### config.mk
export PLATFORM = sky130hd
export DESIGN_NAME = load_store_unit
export DESIGN_NICKNAME = d
export VERILOG_FILES = /design/src/rtl/load_store_unit.sv
export SDC_FILE = /design/constraint.sdc
export NUM_CORES = 1
export LEC_CHECK = 0
export ABC_AREA = 1
export CAP_MARGIN = 40
export CORE_MARGIN = 1.5
export CORE_UTILIZATION = 30
export DETAILED_ROUTE_END_ITERATION = 16
export GPL_TIMING_DRIVEN = 0
export PLACE_DENSITY = 0.67
export SYNTH_ARGS = -nofsm -noshare
export SYNTH_HDL_FRONTEND = slang
export SYNTH_SLANG_ARGS = --single-unit
### constraint.sdc
create_clock -name clk -period 1.28 [get_ports clk]
set_clock_uncertainty 0.05 [all_clocks]
set_input_delay 0.256 -clock clk [delete_from_list [all_inputs] [get_ports clk]]
set_output_delay 0.256 -clock clk [all_outputs]
set_load 0.005 [all_outputs]
### src/rtl/load_store_unit.sv
// Memory-access stage of the RV32I core.
// Runs one load or store at a time through a req/gnt/rvalid handshake with data memory,
// generates byte enables and lane-replicated store data, and extends load data for writeback.
module load_store_unit (
  input  logic        clk,
  input  logic        rst_n,
  input  logic        ex_valid_i,
  input  logic        ex_we_i,
  input  logic [1:0]  ex_size_i,
  input  logic        ex_unsigned_i,
  input  logic [31:0] ex_addr_i,
  input  logic [31:0] ex_wdata_i,
  output logic        lsu_ready_o,
  output logic        mem_req_o,
  output logic        mem_we_o,
  output logic [31:0] mem_addr_o,
  output logic [3:0]  mem_be_o,
  output logic [31:0] mem_wdata_o,
  input  logic        mem_gnt_i,
  input  logic        mem_rvalid_i,
  input  logic [31:0] mem_rdata_i,
  output logic        wb_valid_o,
  output logic [31:0] wb_data_o,
  output logic        misaligned_o
);

  typedef enum logic [1:0] {StIdle, StReq, StWait} state_e;

  state_e      state_q;
  logic        mem_req_q;
  logic        mem_we_q;
  logic [31:0] mem_addr_q;
  logic [3:0]  mem_be_q;
  logic [31:0] mem_wdata_q;
  logic [1:0]  size_q;
  logic        uns_q;
  logic [1:0]  off_q;
  logic        wb_valid_q;
  logic [31:0] wb_data_q;
  logic        misaligned_q;

  logic        misaligned;
  logic [3:0]  be_d;
  logic [31:0] wdata_d;
  logic [31:0] shifted;
  logic [31:0] load_data;

  // Alignment check on the operation presented by execute.
  always_comb begin
    misaligned = 1'b0;
    unique case (ex_size_i)
      2'b00:   misaligned = 1'b0;
      2'b01:   misaligned = ex_addr_i[0];
      2'b10:   misaligned = (ex_addr_i[1:0] != 2'b00);
      default: misaligned = 1'b1;
    endcase
  end

  // Byte enables and lane-replicated store data for the incoming operation.
  always_comb begin
    be_d    = 4'b1111;
    wdata_d = ex_wdata_i;
    unique case (ex_size_i)
      2'b00: begin
        be_d    = 4'b0001 << ex_addr_i[1:0];
        wdata_d = {4{ex_wdata_i[7:0]}};
      end
      2'b01: begin
        be_d    = 4'b0011 << {ex_addr_i[1], 1'b0};
        wdata_d = {2{ex_wdata_i[15:0]}};
      end
      default: begin
        be_d    = 4'b1111;
        wdata_d = ex_wdata_i;
      end
    endcase
  end

  // Select the addressed lane of the returned word and extend it.
  always_comb begin
    shifted   = mem_rdata_i >> {off_q, 3'b000};
    load_data = shifted;
    unique case (size_q)
      2'b00:   load_data = uns_q ? {24'h0, shifted[7:0]} : {{24{shifted[7]}}, shifted[7:0]};
      2'b01:   load_data = uns_q ? {16'h0, shifted[15:0]} : {{16{shifted[15]}}, shifted[15:0]};
      default: load_data = shifted;
    endcase
  end

  // Transaction FSM with registered memory and writeback outputs.
  always_ff @(posedge clk or negedge rst_n) begin
    if (!rst_n) begin
      state_q      <= StIdle;
      mem_req_q    <= 1'b0;
      mem_we_q     <= 1'b0;
      mem_addr_q   <= 32'h0;
      mem_be_q     <= 4'h0;
      mem_wdata_q  <= 32'h0;
      size_q       <= 2'b00;
      uns_q        <= 1'b0;
      off_q        <= 2'b00;
      wb_valid_q   <= 1'b0;
      wb_data_q    <= 32'h0;
      misaligned_q <= 1'b0;
    end else begin
      wb_valid_q   <= 1'b0;
      misaligned_q <= 1'b0;
      unique case (state_q)
        StIdle: begin
          if (ex_valid_i) begin
            if (misaligned) begin
              misaligned_q <= 1'b1;
            end else begin
              mem_req_q   <= 1'b1;
              mem_we_q    <= ex_we_i;
              mem_addr_q  <= {ex_addr_i[31:2], 2'b00};
              mem_be_q    <= be_d;
              mem_wdata_q <= wdata_d;
              size_q      <= ex_size_i;
              uns_q       <= ex_unsigned_i;
              off_q       <= ex_addr_i[1:0];
              state_q     <= StReq;
            end
          end
        end
        StReq: begin
          if (mem_gnt_i) begin
            mem_req_q <= 1'b0;
            state_q   <= StWait;
          end
        end
        StWait: begin
          if (mem_rvalid_i) begin
            wb_valid_q <= 1'b1;
            // Stores complete with zero data; writeback ignores it.
            wb_data_q  <= mem_we_q ? 32'h0 : load_data;
            state_q    <= StIdle;
          end
        end
        default: state_q <= StIdle;
      endcase
    end
  end

  assign lsu_ready_o  = (state_q == StIdle);
  assign mem_req_o    = mem_req_q;
  assign mem_we_o     = mem_we_q;
  assign mem_addr_o   = mem_addr_q;
  assign mem_be_o     = mem_be_q;
  assign mem_wdata_o  = mem_wdata_q;
  assign wb_valid_o   = wb_valid_q;
  assign wb_data_o    = wb_data_q;
  assign misaligned_o = misaligned_q;

endmodule

==> metrics.txt, run 1 <==
final std cells w/o fill approximately 1200; r2r setup slk -0.21 ns; clock network power share 18.4%; final hold viol count 0; CTS tree done; CTS Root Cell clkbuf_16; Placed Cells between 1000 and 1500; top-area cell type share of the netlist area 52.9%; vias per cell 4.71; Final Slew Violations 0; R2R depth 7; Cell variety after synth 25; sequential power share 32.3%; Post-synth EDFFs 0; WS Path Type reg -> reg; Detail Placement HPWL roughly 13000 um; Async S/R FF share, synth 100%; Tot Pwr 17.0 mW; Die Span Y 134 um; global-route usage over all layers 20.3%; sw power 6.15 mW; final RePlAce weighted congestion 0.831; #FFs+latches synth 109; Switching Share approximately 36%; max-cap violations 0; CORE AREA 16700 um2; via count 5786; utilization after layout a little under three fifths; fmax 671 MHz; grt total ovfl 0; Worst Path Arrival 1.73 ns; I/O pins 210; clk sinks approximately 110; endpoint class of the critical path flop; Hold Crit Class in -> async; count leader, synth nand2_1; sequential share of the synthesized area around 53%; fin area 9370 um2; I/O Buffers about 210; die footprint between 15000 and 20000 um2; Leak 4.85 nW; vias in the first global route 5462; htree depth 3; 1st-pass router iterations 5; top_reg_cell synth dfrtp_1; Final nets 1105; Core Rows 47; Final WS setup -0.210 ns; routed len/inst 16.3 um; Inserted Clock Buffers 9; post-route minimum period 1.49 ns; mapped cell area about 5200 um2; Final setup viols 107; layout cell share with drive strength beyond 1 41.0%; Pwr per Cell Area approximately 1800 nW/um2; Initial Util 30.9%; initial antenna violation count 3; fillers 1537; VDD IR-drop max a little over 800 uV; r2r startpoint state_q[0]; largest net degree at the start of global routing 78; Critical Path RT 1.52 ns; Clock Path Buffers 2; Post-Syn Instances 680; Post-DRT Antenna Nets 0; Ys Warns 0; RSZ-0062 raised after global routing yes; Die W between 100 and 150 um; syn avg cell area 7.59 um2; largest area contributor in the netlist dfrtp_1; DP Area between 7000 and 8000 um2; synthesis-to-finish area growth 81.5%; CP startpoint kind flop; synth cell count leaders 355 x nand2_1, 109 x dfrtp_1, 31 x nand3_1; Worst Path Max Fanout 8; first-pass GRT wire length 28500 um; overall routed net length roughly 20000 um; WHS 0.308 ns; First DRT Iteration DRCs ~310; status finished with violations; failing checks negative setup slack; RR Endpoint wb_data_o[20]; dominant cells by area after synthesis dfrtp_1 53%, nand2_1 26%, nand3_1 3.0%, o21ai_1 2.9%, a21oi_1 2.5%; combinational share of power 49.3%; Int Pwr approximately 11 mW; Reg clk slew, reported paths ~0.080 ns; final critical-path share of the clock period 116%; remaining routing DRC violations 0; clock latency on the worst-skew pair 0.35 ns
==> worst max-delay path by stage <==
stage,endpoint,startpoint,slack (ns),cells past startpoint
after floorplan,wb_data_o[22],size_q[1],-0.03,9
after global placement,mem_wdata_o[4],rst_n,-4.54,1
after detailed placement,mem_wdata_o[5],ex_addr_i[0],-0.81,7
after CTS,wb_data_o[17],state_q[1],-0.19,7
after global routing,wb_data_o[16],state_q[0],-0.29,7
final,wb_data_o[20],state_q[0],-0.21,7
==> cell usage in the layout (no fill, tap or decap), types with 2 or more instances in the layout <==
cell and n:
a21oi_1 21, o211ai_1 7, inv_8 3, inv_6 2, o21ai_2 17, conb_1 2, buf_12 2, a21boi_0 8
buf_4 83, dlygate4sd2_1 4, o21ai_0 4, clkbuf_16 22, o21ai_1 26, clkdlybuf4s15_1 22, buf_6 18, clkdlybuf4s50_1 99
nand2_2 94, buf_2 36, nor2_2 3, nand2_1 242, a21oi_2 5, diode_2 3, inv_1 19, buf_8 14
nand2_4 20, dfrtp_1 109, nor2_1 11, bufinv_16 2, clkbuf_2 53, nand3_2 16, nand3_1 12, nor2_4 3
clkbuf_1 4, inv_2 7, nand3_4 5
==> power by group through the flow <==
stage / sequential, mW / clock, mW / combinational (mW)
3_5_place_dp: 5.43 / 0 / 6.33
5_1_grt: 5.64 / 3.32 / 9.10
4_1_cts: 5.37 / 3.18 / 6.41
2_1_floorplan: 5.49 / 0 / 2.60
6_report: 5.49 / 3.13 / 8.39
3_3_place_gp: 5.45 / 0 / 6.25
==> registers in the layout, summed over array words and instances, names as in the netlist <==
register,count
mem_wdata_o,32
wb_data_o,32
mem_addr_o,30
mem_be_o,4
off_q,2
size_q,2
state_q,2
mem_req_o,1
mem_we_o,1
misaligned_o,1
uns_q,1
wb_valid_o,1
==> cell type report <==
class	instances	area [um2]	area share [%]
clock buffer	12	236	2.52
buffer	37	392	4.18
inverter	31	143	1.52
antenna	3	7.51	0.0801
timing repair buffer	311	2750	29.4
sequential	109	2730	29.1
multi-input combinational	501	2750	29.4
tap	220	275	2.94
clock inverter	4	80.1	0.855
==> kinds of logic after synthesis <==
kind of cell	after synthesis	share of synthesized area, %
and+or+nand+nor	408	31.0
DFF	109	52.9
other	1	0.0727
AOI/OAI and AO/OA	91	9.72
buffers and inverters	71	6.30
==> worst max-delay path, cell delays in order (launching register included) <==
cell and delay [ns]:
dfrtp_1 0.41, inv_2 0.12, nand3_4 0.13, nor2_4 0.16, clkinvlp_4 0.24, a21oi_2 0.17
nand2_1 0.08, nand2_1 0.07
==> metal layers <==
metal,vias up,GRT usage [%],share of wire [%]
li1,2773,-,-
met1,2726,25.3,40
met2,256,33.4,48
met3,31,6.80,9.4
met4,0,6.09,2.2
met5,-,0,0
==> timing repair <==
item                                    CTS  global route
resized for setup                       300           308
endpoints found under the setup margin  209           170
pin swaps                                 6            75
buffers inserted                         37            50
endpoints found under the hold margin    32             0
cloned                                    0            15
hold buffers                              1             0
==> per-stage QoR <==
step	setup slack [ns]	TNS, ns
2_1_floorplan	-0.0262	-1.45
3_3_place_gp	-4.54	-565.73
3_5_place_dp	-0.810	-73.39
4_1_cts	-0.189	-13.47
5_1_grt	-0.293	-20.58
6_report	-0.210	-14.35
No activity file was read; power rests on OpenSTA's default activity.
==> run 2, diff against run 1 <==
Settings changed: HOLD_SLACK_MARGIN set to 0.06.
==> results of run 2 <==
Same layout as run 1: the final DEF is identical, and so are final timing and power.
==> run 3, diff against run 2 <==
Settings changed: CTS_CLUSTER_SIZE set to 30, MAX_ROUTING_LAYER set to met4.
==> metrics.txt, run 3 (same netlist as run 1, synthesis figures left out) <==
fillers 1536 (-0.065%); RSZ-0062 raised after global routing yes; vias in the first global route 5546 (+1.5%); clk sinks 109 (unchanged); most frequent cells in the layout 251 x nand2_1, 108 x dfrtp_1, 99 x clkdlybuf4s50_1; Die W 134 um (unchanged); htree depth 3 (unchanged); CTS Root Cell clkbuf_16; Switching Share 36.2% (about the same); First DRT Iteration DRCs 294 (-5.8%); overall routed net length 19100 um (-4.3%); Critical Path RT 1.48 ns (-0.04 ns); Final nets 1096 (-0.81%); post-route minimum period 1.47 ns (-0.0164 ns); Final setup viols 107 (unchanged); setup TNS -12.43 ns (+1.92 ns); status finished with violations; Worst Path Arrival 1.67 ns (-0.06 ns); initial antenna violation count 3 (unchanged); Final Slew Violations 0 (unchanged); first-pass GRT wire length 29100 um (+2.2%); synthesis-to-finish area growth 81.5% (about the same); WS Path Type reg -> reg; via count 5658 (-2.2%); combinational share of power 49.4% (about the same); I/O pins 210 (unchanged); CORE AREA 16700 um2 (unchanged); I/O Buffers 207 (unchanged); Post-DRT Antenna Nets 0 (unchanged); final critical-path share of the clock period 115% (-1.3 points); Leak 4.87 nW (+0.23%); routed len/inst 15.7 um (-3.6%); Inserted Clock Buffers 9 (unchanged); failing checks negative setup slack; Int Pwr 10.5 mW (-3.6%); final hold viol count 0 (unchanged); sequential power share 33.4% (+1.1 points); commonest non-fill, non-tap cell in the layout nand2_1; Initial Util 30.9% (unchanged); Hold Crit Class in -> async; WHS 0.317 ns (+0.00914 ns); Crit path largest cell delay 0.39 ns (-0.02 ns); DP Worst Slack -0.812 ns (-0.00141 ns); Final WS setup -0.194 ns (+0.0164 ns); Clock Path Buffers 2 (unchanged); clock network power share 17.2% (-1.2 points); global-route usage over all layers 21.5% (+1.2 points); die footprint 18000 um2 (unchanged); remaining routing DRC violations 0 (unchanged); sw power 5.94 mW (-3.5%); CP startpoint kind flop; grt total ovfl 0 (unchanged); Worst Path Max Fanout 10 (+2); Core Rows 47 (unchanged); endpoint class of the critical path flop; Die Span Y 134 um (unchanged); layout cell share with drive strength beyond 1 38.2% (-2.8 points); Reg clk slew, reported paths 0.07 ns (about the same); vias per cell 4.64 (-1.5%); final RePlAce weighted congestion 0.853 (+2.7%); 1st-pass router iterations 4 (-1); Critical Path, Cell by Cell inv_2, nand2_4, nor2_4, nand2_4, buf_12, buf_8, buf_8, nand2_1, nand2_1; utilization after layout 56.1% (about the same); largest net degree at the start of global routing 76 (-2.6%); max-cap violations 0 (unchanged); Detail Placement HPWL 12800 um (-0.79%); slowest CP cell dfrtp_1; DP Area 7620 um2 (unchanged); fin area 9370 um2 (about the same); fmax 678 MHz (+1.1%); clock latency on the worst-skew pair 0.36 ns (about the same); Pwr per Cell Area 1750 nW/um2 (-3.6%); VDD IR-drop max 862 uV (+5.8%); CTS tree done
==> run 3: cell types whose count changed in the layout (fill, tap and decap cells not counted), moves of 6 or more <==
cell	before	now
buf_12	2	8
nand2_1	242	251
clkdlybuf4s15_1	22	29
clkbuf_2	53	37
buf_4	83	73
clkbuf_16	22	14
nand2_4	20	36
nand2_2	94	69
==> run 3: critical path: cells and delay by family, from the launching register on <==
| family | cells | cell delay [ns] |
|---|---|---|
| buffers and inverters | 4 | 0.54 |
| flip-flops | 1 | 0.39 |
| AND/OR/NAND/NOR | 5 | 0.38 |
==> run 3: stage by stage <==
step / std cells / total power, mW
after detailed placement: 1109 / 11.8
after CTS: 1190 / 15.3
after global routing: 1219 / 17.5
after global placement: 1108 / 11.7
final: 1219 / 16.4
after floorplan: 681 / 8.08
==> run 3: worst paths after layout <==
path | startpoint | endpoint | slack, ns | depth (start not counted)
worst min register to register | mem_addr_o[11] | mem_addr_o[11] | 0.43 | 2
worst max-delay path | state_q[0] | mem_addr_o[15] | -0.19 | 9
worst min-delay path | rst_n | wb_valid_o | 0.32 | 2
min in group clk | ex_addr_i[0] | off_q[0] | 0.35 | 3
worst max register to register | state_q[0] | mem_addr_o[15] | -0.19 | 9
max in group asynchronous | rst_n | off_q[1] | 0.14 | 3
==> run 3: layer usage <==
layer  up-vias  share of wire (%)  global-route usage (%)  wire [um]
met1      2639                 42                    27.4       8030
li1       2764                  -                       -          -
met2       233                 48                    33.7       9090
met5         -                  0                       -          0
met3        22                8.4                    5.63       1600
met4         0                2.0                    6.57        391
==> run 3: area by class of cell <==
type	count	area [um2]	share of cell area (%)
inverter	31	158	1.68
sequential	109	2730	29.1
antenna	3	7.51	0.0801
buffer	36	440	4.70
clock inverter	3	26.3	0.281
timing repair buffer	303	2700	28.9
tap	220	275	2.94
multi-input combinational	501	2760	29.4
clock buffer	13	270	2.89
==> run 3: power by group through the flow <==
stage / logic, mW / clock network (mW) / registers (mW)
CTS: 6.98 / 2.90 / 5.42
global route: 8.84 / 3.05 / 5.62
finish: 8.10 / 2.82 / 5.48
global placement: 6.26 / 0 / 5.44
floorplan: 2.60 / 0 / 5.49
detailed placement: 6.32 / 0 / 5.43
==> run 3: timing repair <==
action                                 CTS  global route
pin swaps                               14            48
resized for setup                      413           210
gates cloned                            13             2
setup endpoints to repair              209           153
endpoints found under the hold margin   34             0
buffers inserted                        53            30
hold buffers                             1             0
